==> src/rtl/sram_bus_phy_pkg.sv <==
// sram_bus_phy_pkg
// Shared definitions for the SRAM bus responder: FSM state encoding, command
// bit positions, the default PHY identifier, the wait-state register width
// and a helper that maps a command onto the active-low byte-lane strobes.
package sram_bus_phy_pkg;

    typedef enum logic [2:0] {
        ST_IDLE   = 3'd0,
        ST_SETUP  = 3'd1,
        ST_ACCESS = 3'd2,
        ST_DONE   = 3'd3,
        ST_CTRL   = 3'd4
    } state_t;

    localparam int CMD_CTRL = 2;
    localparam int CMD_RD   = 1;
    localparam int CMD_LANE = 0;

    localparam logic [7:0] PHY_ID_DEFAULT = 8'hC2;

    localparam int WAIT_W = 4;

    // Returns {ub_n, lb_n}. Reads enable both lanes; writes enable only the
    // lane picked by the command (1 = upper byte).
    function automatic logic [1:0] lanes_n(input logic rd, input logic upper);
        if (rd) begin
            return 2'b00;
        end
        return upper ? 2'b01 : 2'b10;
    endfunction

endpackage

==> src/rtl/sram_bus_phy.sv <==
// sram_bus_phy
// Responder end of the internal memory request bus. Takes single-word
// go/cmd requests and runs them against the external 16-bit asynchronous
// SRAM with a programmable number of wait states, or against the small
// internal status/config register when the control bit is set.
// Every pin output comes straight from a flop.
//
// Ports
//   clk_i          system clock
//   reset_n_i      asynchronous active-low reset
//   addr_i[23:0]   word address, bits above ADDR_W ignored
//   data_i[15:0]   write data (same byte on both lanes)
//   go_i           one-cycle request strobe
//   cmd_i[2:0]     [2] control op, [1] 1=read/0=write, [0] write lane (1=upper)
//   busy_o         request in progress
//   valid_o        one-cycle completion pulse
//   data_o[15:0]   read data, held until the next read completes
//   sram_a_o       SRAM word address
//   sram_dq_i/o    SRAM data in / out, sram_dq_oe_o is the pad output enable
//   sram_ce_n_o, sram_oe_n_o, sram_we_n_o, sram_ub_n_o, sram_lb_n_o
//                  active-low SRAM strobes
//
// Build option
//   SRAM_BUS_PHY_DROPCNT_EN : adds an 8-bit saturating count of go_i pulses
//   ignored while busy. Control read then returns it in the upper byte in
//   place of PHY_ID, and a control write with data_i[15]=1 clears it.
//
// state  | meaning
// -------+-----------------------------------------------------------
// IDLE   | waiting for go_i, all strobes released
// SETUP  | address, ce_n and lanes driven (write data driven too)
// ACCESS | oe_n or we_n low for wait_r+1 cycles, read data sampled last
// DONE   | oe_n/we_n released, ce_n/address/dq held, valid_o pulse
// CTRL   | internal register access, no SRAM activity
module sram_bus_phy
    import sram_bus_phy_pkg::*;
#(
    parameter int                ADDR_W      = 20,
    parameter logic [WAIT_W-1:0] WAIT_STATES = 4'd2,
    parameter logic [7:0]        PHY_ID      = PHY_ID_DEFAULT
) (
    input  logic              clk_i,
    input  logic              reset_n_i,
    input  logic [23:0]       addr_i,
    input  logic [15:0]       data_i,
    input  logic              go_i,
    input  logic [2:0]        cmd_i,
    output logic              busy_o,
    output logic              valid_o,
    output logic [15:0]       data_o,
    output logic [ADDR_W-1:0] sram_a_o,
    input  logic [15:0]       sram_dq_i,
    output logic [15:0]       sram_dq_o,
    output logic              sram_dq_oe_o,
    output logic              sram_ce_n_o,
    output logic              sram_oe_n_o,
    output logic              sram_we_n_o,
    output logic              sram_ub_n_o,
    output logic              sram_lb_n_o
);

    state_t            state;
    logic              rd_r;
    logic [WAIT_W-1:0] wait_r;
    logic [WAIT_W-1:0] cnt_r;
    logic [WAIT_W-1:0] ctrl_wd_r;
    logic [7:0]        ctrl_hi;

`ifdef SRAM_BUS_PHY_DROPCNT_EN
    logic       ctrl_clr_r;
    logic [7:0] dropcnt_r;

    assign ctrl_hi = dropcnt_r;
`else
    assign ctrl_hi = PHY_ID;
`endif

    // Upper request-address bits are deliberately dropped.
    generate
        if (ADDR_W < 24) begin : g_addr_hi
            logic unused_addr_hi;
            assign unused_addr_hi = ^addr_i[23:ADDR_W];
        end
    endgenerate

    always_ff @(posedge clk_i or negedge reset_n_i) begin
        if (!reset_n_i) begin
            state        <= ST_IDLE;
            rd_r         <= 1'b0;
            wait_r       <= WAIT_STATES;
            cnt_r        <= '0;
            ctrl_wd_r    <= '0;
            busy_o       <= 1'b0;
            valid_o      <= 1'b0;
            data_o       <= '0;
            sram_a_o     <= '0;
            sram_dq_o    <= '0;
            sram_dq_oe_o <= 1'b0;
            sram_ce_n_o  <= 1'b1;
            sram_oe_n_o  <= 1'b1;
            sram_we_n_o  <= 1'b1;
            sram_ub_n_o  <= 1'b1;
            sram_lb_n_o  <= 1'b1;
`ifdef SRAM_BUS_PHY_DROPCNT_EN
            ctrl_clr_r   <= 1'b0;
`endif
        end else begin
            valid_o <= 1'b0;
            unique case (state)
                ST_IDLE: begin
                    if (go_i) begin
                        busy_o    <= 1'b1;
                        rd_r      <= cmd_i[CMD_RD];
                        ctrl_wd_r <= data_i[WAIT_W-1:0];
`ifdef SRAM_BUS_PHY_DROPCNT_EN
                        ctrl_clr_r <= data_i[15];
`endif
                        if (cmd_i[CMD_CTRL]) begin
                            state <= ST_CTRL;
                        end else begin
                            // Pin registers are loaded here so SETUP already
                            // presents address, chip enable and lanes.
                            state       <= ST_SETUP;
                            sram_a_o    <= addr_i[ADDR_W-1:0];
                            sram_ce_n_o <= 1'b0;
                            {sram_ub_n_o, sram_lb_n_o} <=
                                lanes_n(cmd_i[CMD_RD], cmd_i[CMD_LANE]);
                            if (!cmd_i[CMD_RD]) begin
                                sram_dq_o    <= data_i;
                                sram_dq_oe_o <= 1'b1;
                            end
                        end
                    end
                end

                ST_SETUP: begin
                    state <= ST_ACCESS;
                    cnt_r <= wait_r;
                    if (rd_r) begin
                        sram_oe_n_o <= 1'b0;
                    end else begin
                        sram_we_n_o <= 1'b0;
                    end
                end

                ST_ACCESS: begin
                    if (cnt_r == '0) begin
                        state       <= ST_DONE;
                        sram_oe_n_o <= 1'b1;
                        sram_we_n_o <= 1'b1;
                        busy_o      <= 1'b0;
                        valid_o     <= 1'b1;
                        if (rd_r) begin
                            data_o <= sram_dq_i;
                        end
                    end else begin
                        cnt_r <= cnt_r - WAIT_W'(1);
                    end
                end

                ST_DONE: begin
                    // ce_n, address, lanes and dq were held through DONE to
                    // give the write its hold time; release them now.
                    state        <= ST_IDLE;
                    sram_ce_n_o  <= 1'b1;
                    sram_ub_n_o  <= 1'b1;
                    sram_lb_n_o  <= 1'b1;
                    sram_dq_oe_o <= 1'b0;
                end

                ST_CTRL: begin
                    state   <= ST_DONE;
                    busy_o  <= 1'b0;
                    valid_o <= 1'b1;
                    if (rd_r) begin
                        data_o <= {ctrl_hi, 4'h0, wait_r};
                    end else begin
                        wait_r <= ctrl_wd_r;
                    end
                end

                default: begin
                    state <= ST_IDLE;
                end
            endcase
        end
    end

`ifdef SRAM_BUS_PHY_DROPCNT_EN
    // Clear beats a simultaneous drop so a clearing write always leaves zero.
    always_ff @(posedge clk_i or negedge reset_n_i) begin
        if (!reset_n_i) begin
            dropcnt_r <= '0;
        end else if (state == ST_CTRL && !rd_r && ctrl_clr_r) begin
            dropcnt_r <= '0;
        end else if (go_i && busy_o && dropcnt_r != 8'hFF) begin
            dropcnt_r <= dropcnt_r + 8'd1;
        end
    end
`endif

endmodule
==> config.mk <==
export PLATFORM = sky130hd
export DESIGN_NAME = sram_bus_phy
export DESIGN_NICKNAME = d
export VERILOG_FILES = /design/src/rtl/sram_bus_phy_pkg.sv /design/src/rtl/sram_bus_phy.sv
export SDC_FILE = /design/constraint.sdc
export NUM_CORES = 1
export LEC_CHECK = 0
export BUFFER_PORTS_ARGS = -buffer_cell sky130_fd_sc_hd__buf_4
export CAP_MARGIN = 15
export CORE_ASPECT_RATIO = 1.25
export CORE_MARGIN = 5
export CORE_UTILIZATION = 45
export CTS_BUF_LIST = sky130_fd_sc_hd__clkbuf_4
export DETAILED_ROUTE_END_ITERATION = 7
export PLACE_DENSITY = 0.75
export SYNTH_ARGS = -nofsm -noshare
export SYNTH_HDL_FRONTEND = slang
export SYNTH_SLANG_ARGS = --single-unit
==> constraint.sdc <==
create_clock -name clk_i -period 2.47 [get_ports clk_i]
set_input_delay 0.247 -clock clk_i [delete_from_list [all_inputs] [get_ports clk_i]]
set_output_delay 0.247 -clock clk_i [all_outputs]
set_load 0.005 [all_outputs]
Word-level counts from Yosys, hierarchy flattened
Index checks and enable logic that the tools add are counted.
W data, S select, Z words.
Word-level totals
  bits of input ports: 62
  flip-flop bits (word level): 76
Cells by class
  reductions and logical operators: 18
  $add $sub $neg: 1
  multiplexer cells: 40
  equal/unequal tests: 13
  bitwise operators: 3
Operators with widths (number)
  $mux W16: 3
  $pmux W16 S2: 1
  $mux W1: 19
  $ne A2 B2 Y1 const B: 9
  $reduce_and A3 Y1: 5
  $pmux W1 S2: 7
  $pmux W3 S4: 1
  $reduce_and A4 Y1: 3
  $mux W3: 3
  $pmux W4 S2: 1
  $reduce_and A2 Y1: 4
  $eq A3 B2 Y1 const B: 2
  $mux W2: 3
  $reduce_bool A2 Y1: 3
  $logic_not A4 Y1: 1
  $mux W4: 1
  $sub A4 B1 Y4 const B: 1
  $eq A3 B1 Y1 const B: 1
  $eq A3 B3 Y1 const B: 1
  $logic_not A3 Y1: 1
  $not A1 Y1: 3
  $pmux W1 S3: 1
  $reduce_bool A3 Y1: 1

Logic depth before layout (Yosys ltp)
  word-level depth: 8
  gate-level depth with buffers: 7
  depth with buffers taken out: 5

Worst setup path after synthesis
No wires, ideal clock.
  path kind: register to register
  start: register cnt_r[0]
  end: register data_o[15]
  path slack: 337 ps
  library setup time: 125 ps
  data arrival time: 2008 ps
  path buffers: 2
  cell stages (with the launch flop): 8
  period minus slack after synthesis: 2133 ps
  cells stage by stage: dfrtp_1 > inv_1 > ha_1 > nor3b_1 > a41o_1 > buf_4 > buf_4 > mux2_2
Between the ends
  cells in the longest elaborated chain, start to end: 3
Ends and longest elaborated chain
  start: declaration: line sram_bus_phy.sv:65  | logic [WAIT_W-1:0] cnt_r;
  start signal: assignment: line sram_bus_phy.sv:138  | cnt_r <= wait_r;
  start signal: assignment: line sram_bus_phy.sv:157  | cnt_r <= cnt_r - WAIT_W'(1);
  $logic_not A4 Y1: line sram_bus_phy.sv:147  | if (cnt_r == '0) begin
  $ne A2 B2 Y1 (no source line)
  $reduce_and A4 Y1 (no source line)
  end signal: assignment: line sram_bus_phy.sv:154  | data_o <= sram_dq_i;
  end signal: assignment: line sram_bus_phy.sv:176  | data_o <= {ctrl_hi, 4'h0, wait_r};
  end: declaration: line sram_bus_phy.sv:50  | output logic [15:0] data_o,
No other way between the ends.
A chain may end at the register's enable or synchronous reset.

Worst setup path after layout
  start: register cnt_r[0]
  end: register data_o[10]
Same word-level chain as after synthesis.

==> metrics.cfg <==
[clock_tree]
cts_buffer_depth = 2
htreeDepth = 3
clk_pin_slew_ns = 0.12
cts.sinks = 76
cts-buffers-inserted = 9
clkLatencyLatePin_ns = 0.40
cts_tree = done
cts-root-buf = clkbuf_4

[floorplanning]
fp-row-count = 34
die-height_um = 105.5
core_area_sq_mm = 0.007019
io_pins = 122
die-area_sq_mm = 0.009118
die_x_um = 86.41
start_util = 0.4679

[setup_path]
crit_family = compound AO/OA/AOI/OAI gates
crit_fanout = 9
cpPeakStageDelay_ns = 0.53
worstSetupPathType = reg2reg
path_cells = inv_1 > ha_1 > nor3b_1 > a41o_1 > buf_4 > mux2i_1
cp-end-kind = register
critPathBufInv = 2
worst_ep_arrival_time_ns = 2.44
crit_required_ns = 2.79
cp_slowest_cell = a41o_1
cp-start-kind = register
regToRegSetupSlack_ns = 0.36

[power_and_ir_drop]
power_density_mw_per_mm2 = 1165
ir_worst_vdd_mv = 0.6323
total_power_uw = 5114
p_leak_uw = 0.002145

[finish]
multi_input_area_sq_mm = 0.001219
drive_gt1_frac = 0.5237
diodes = 0
fillers = 598
seqCellArea_sq_mm = 0.001909
areaGrowthSynthToFinish_pct = 33.60
final_cell_mix = buf_4, dfrtp_1, mux2_2
nNetsFinal = 438
fin_cells = 470
final_common_cell = buf_4

[detailed_routing]
vias_per_cell = 4.994
ant_nets = 0
wl_um = 7346
vias = 2347
post_drt_wl_per_cell_um = 15.63
drc = 0
firstDrtPassIters = 4
drtIter0Drc = 91

[timing]
finalSetupViolCount = 0
hold_viol = 0
max_freq_mhz = 473.2
worst_pin_slew_ns = 0.9240
fin_setup_tns_ns = 0
slew_viol_final = 0
post-route-period-util = 0.8555
rsz0062_at_grt = false
finClkSkew_ns = 0.009848
period_needed_ns = 2.113
timing.slew.headroom = 0.3840

[global_routing]
grt_max_degree = 77
grt_pass1_wl_um = 11890
antenna_found_initial = 0
overflow = 0
grt_usage = 0.1654
grt_pass1_vias = 2494

[logic_synthesis]
synthXorXnorAreaFrac = 0.002667
synth_ff_type = dfrtp_1
synth_seq_area_share = 0.5813
postSynthCellCount = 250
synth-seq-cells = 76
synth_top_family_by_area = multiplexers
yosysWarnings = 0
syn_nets = 313
ys_types = 40
synth-edff-count = 0
synth_simple_gate_area_share = 0.08838
syn_area_per_cell_sq_um = 13.14
synth-adder-area-share = 0.003810
synthMuxAreaShare = 0.2217
synthArstFlopShare = 1.000
syn_area_sq_mm = 0.003284
synth_compound_area_frac = 0.05448

[place]
post-place-cells = 453
gp_congestion = 0.7642
io_buffers = 117
hpwl_um = 5531

[run_status]
status = finished clean

[hold_path]
hp-class = in2reg

[job]
drv_cap = 0

per-stage QoR:
step / utilization / area, sq um / setup slack [ns] / hold WS, ns
after global routing: 0.6251 / 4388 / 0.2196 / 0.02787
after global placement: 0.6091 / 4275 / 0.4431 / 0.4484
after floorplan: - / 3284 / 0.3374 / -0.04859
after CTS: 0.6251 / 4388 / 0.3535 / 0.02569
final: 0.6251 / 4388 / 0.3569 / 0.05619
after detailed placement: 0.6091 / 4275 / 0.3844 / 0.4498
synthesized netlist by cell type, types with 2 or more instances:
master	number	area [sq um]
dfrtp_1	70	1752
mux2_2	42	473.0
nand2_1	29	108.9
inv_1	17	63.81
mux2i_1	12	120.1
mux2_4	9	135.1
o21ai_0	8	40.04
dfstp_2	6	157.7
a21oi_1	4	20.02
clkbuf_1	4	15.01
nor2_1	4	15.01
nor3b_1	4	30.03
buf_2	3	15.01
nand2b_1	3	18.77
a221oi_1	2	17.52
buf_4	2	15.01
buf_6	2	22.52
nor2b_1	2	12.51
nor4bb_1	2	20.02
o22a_1	2	17.52
o311ai_0	2	17.52
o31ai_1	2	15.01
or3b_2	2	17.52
state kept, by name, indices dropped and copies added (netlist names), 3 cells and up:
| signal | cells |
|---|---|
| sram_dq_o | 16 |
| cnt_r | 4 |
| sram_a_o | 20 |
| ctrl_wd_r | 4 |
| data_o | 16 |
| wait_r | 4 |
| state | 3 |
worst reg2reg max path, delay by kind of cell, from the launching register on:
| family | cells | cell delay (ns) |
|---|---|---|
| flip-flops | 1 | 0.42 |
| adder cells (fa/ha/maj) | 1 | 0.21 |
| buffers and inverters | 2 | 0.37 |
| multiplexers | 1 | 0.22 |
| AND/OR/NAND/NOR | 1 | 0.30 |
| AO/OA/AOI/OAI | 1 | 0.53 |
kinds of logic (layout without fill, tap and decap cells):
group | after synthesis | count (layout)
buffers and inverters | 30 | 160
AO/OA/AOI/OAI | 26 | 26
AND/OR/NAND/NOR | 53 | 53
multiplexers | 63 | 63
adder cells (fa/ha/maj) | 1 | 1
flip-flops | 76 | 76
XOR/XNOR | 1 | 1
layer usage:
metal / vias up / part of all wire / track usage / wire length (um)
met3: 10 / 0.10 / 0.07728 / 734
li1: 1114 / - / - / -
met1: 1137 / 0.37 / 0.1845 / 2745
met4: 0 / 0.017 / 0.06347 / 122
met5: - / 0 / 0 / 0
met2: 86 / 0.51 / 0.2724 / 3744
cell type report:
type                       instances  area share
timing repair buffer             127      0.2236
clock inverter                     5    0.004562
multi-input combinational        144      0.2777
sequential                        76      0.4351
inverter                          17     0.01454
clock buffer                      11     0.01882
tap                               90     0.02566
power by group:
part	leakage (uW)	total [uW]	switching, uW	internal (uW)
clock network	0.0000608	611	395	216
registers	0.000902	2260	382	1880
logic	0.00118	2240	864	1380
total	0.00214	5110	1640	3470
final timing paths:
kind	start	end	cells after the start
worst max-delay path	cnt_r[0]$_DFFE_PN0P_	data_o[10]$_DFFE_PN0P_	6
worst min-delay path	data_i[1]	ctrl_wd_r[1]$_DFFE_PN0P_	3
worst max register to register	cnt_r[0]$_DFFE_PN0P_	data_o[10]$_DFFE_PN0P_	6
worst min register to register	ctrl_wd_r[0]$_DFFE_PN0P_	ctrl_wd_r[0]$_DFFE_PN0P_	2
max in group asynchronous	reset_n_i	data_o[12]$_DFFE_PN0P_	2
min in group asynchronous	reset_n_i	sram_a_o[11]$_DFFE_PN0P_	2
what timing repair did:
item | in CTS | in global routing
hold endpoints to repair | 36 | 0
setup buffers | 0 | 0
gates resized for setup | 0 | 0
hold buffers | 1 | 0
Note: power is estimated with default switching activity, not from simulation.
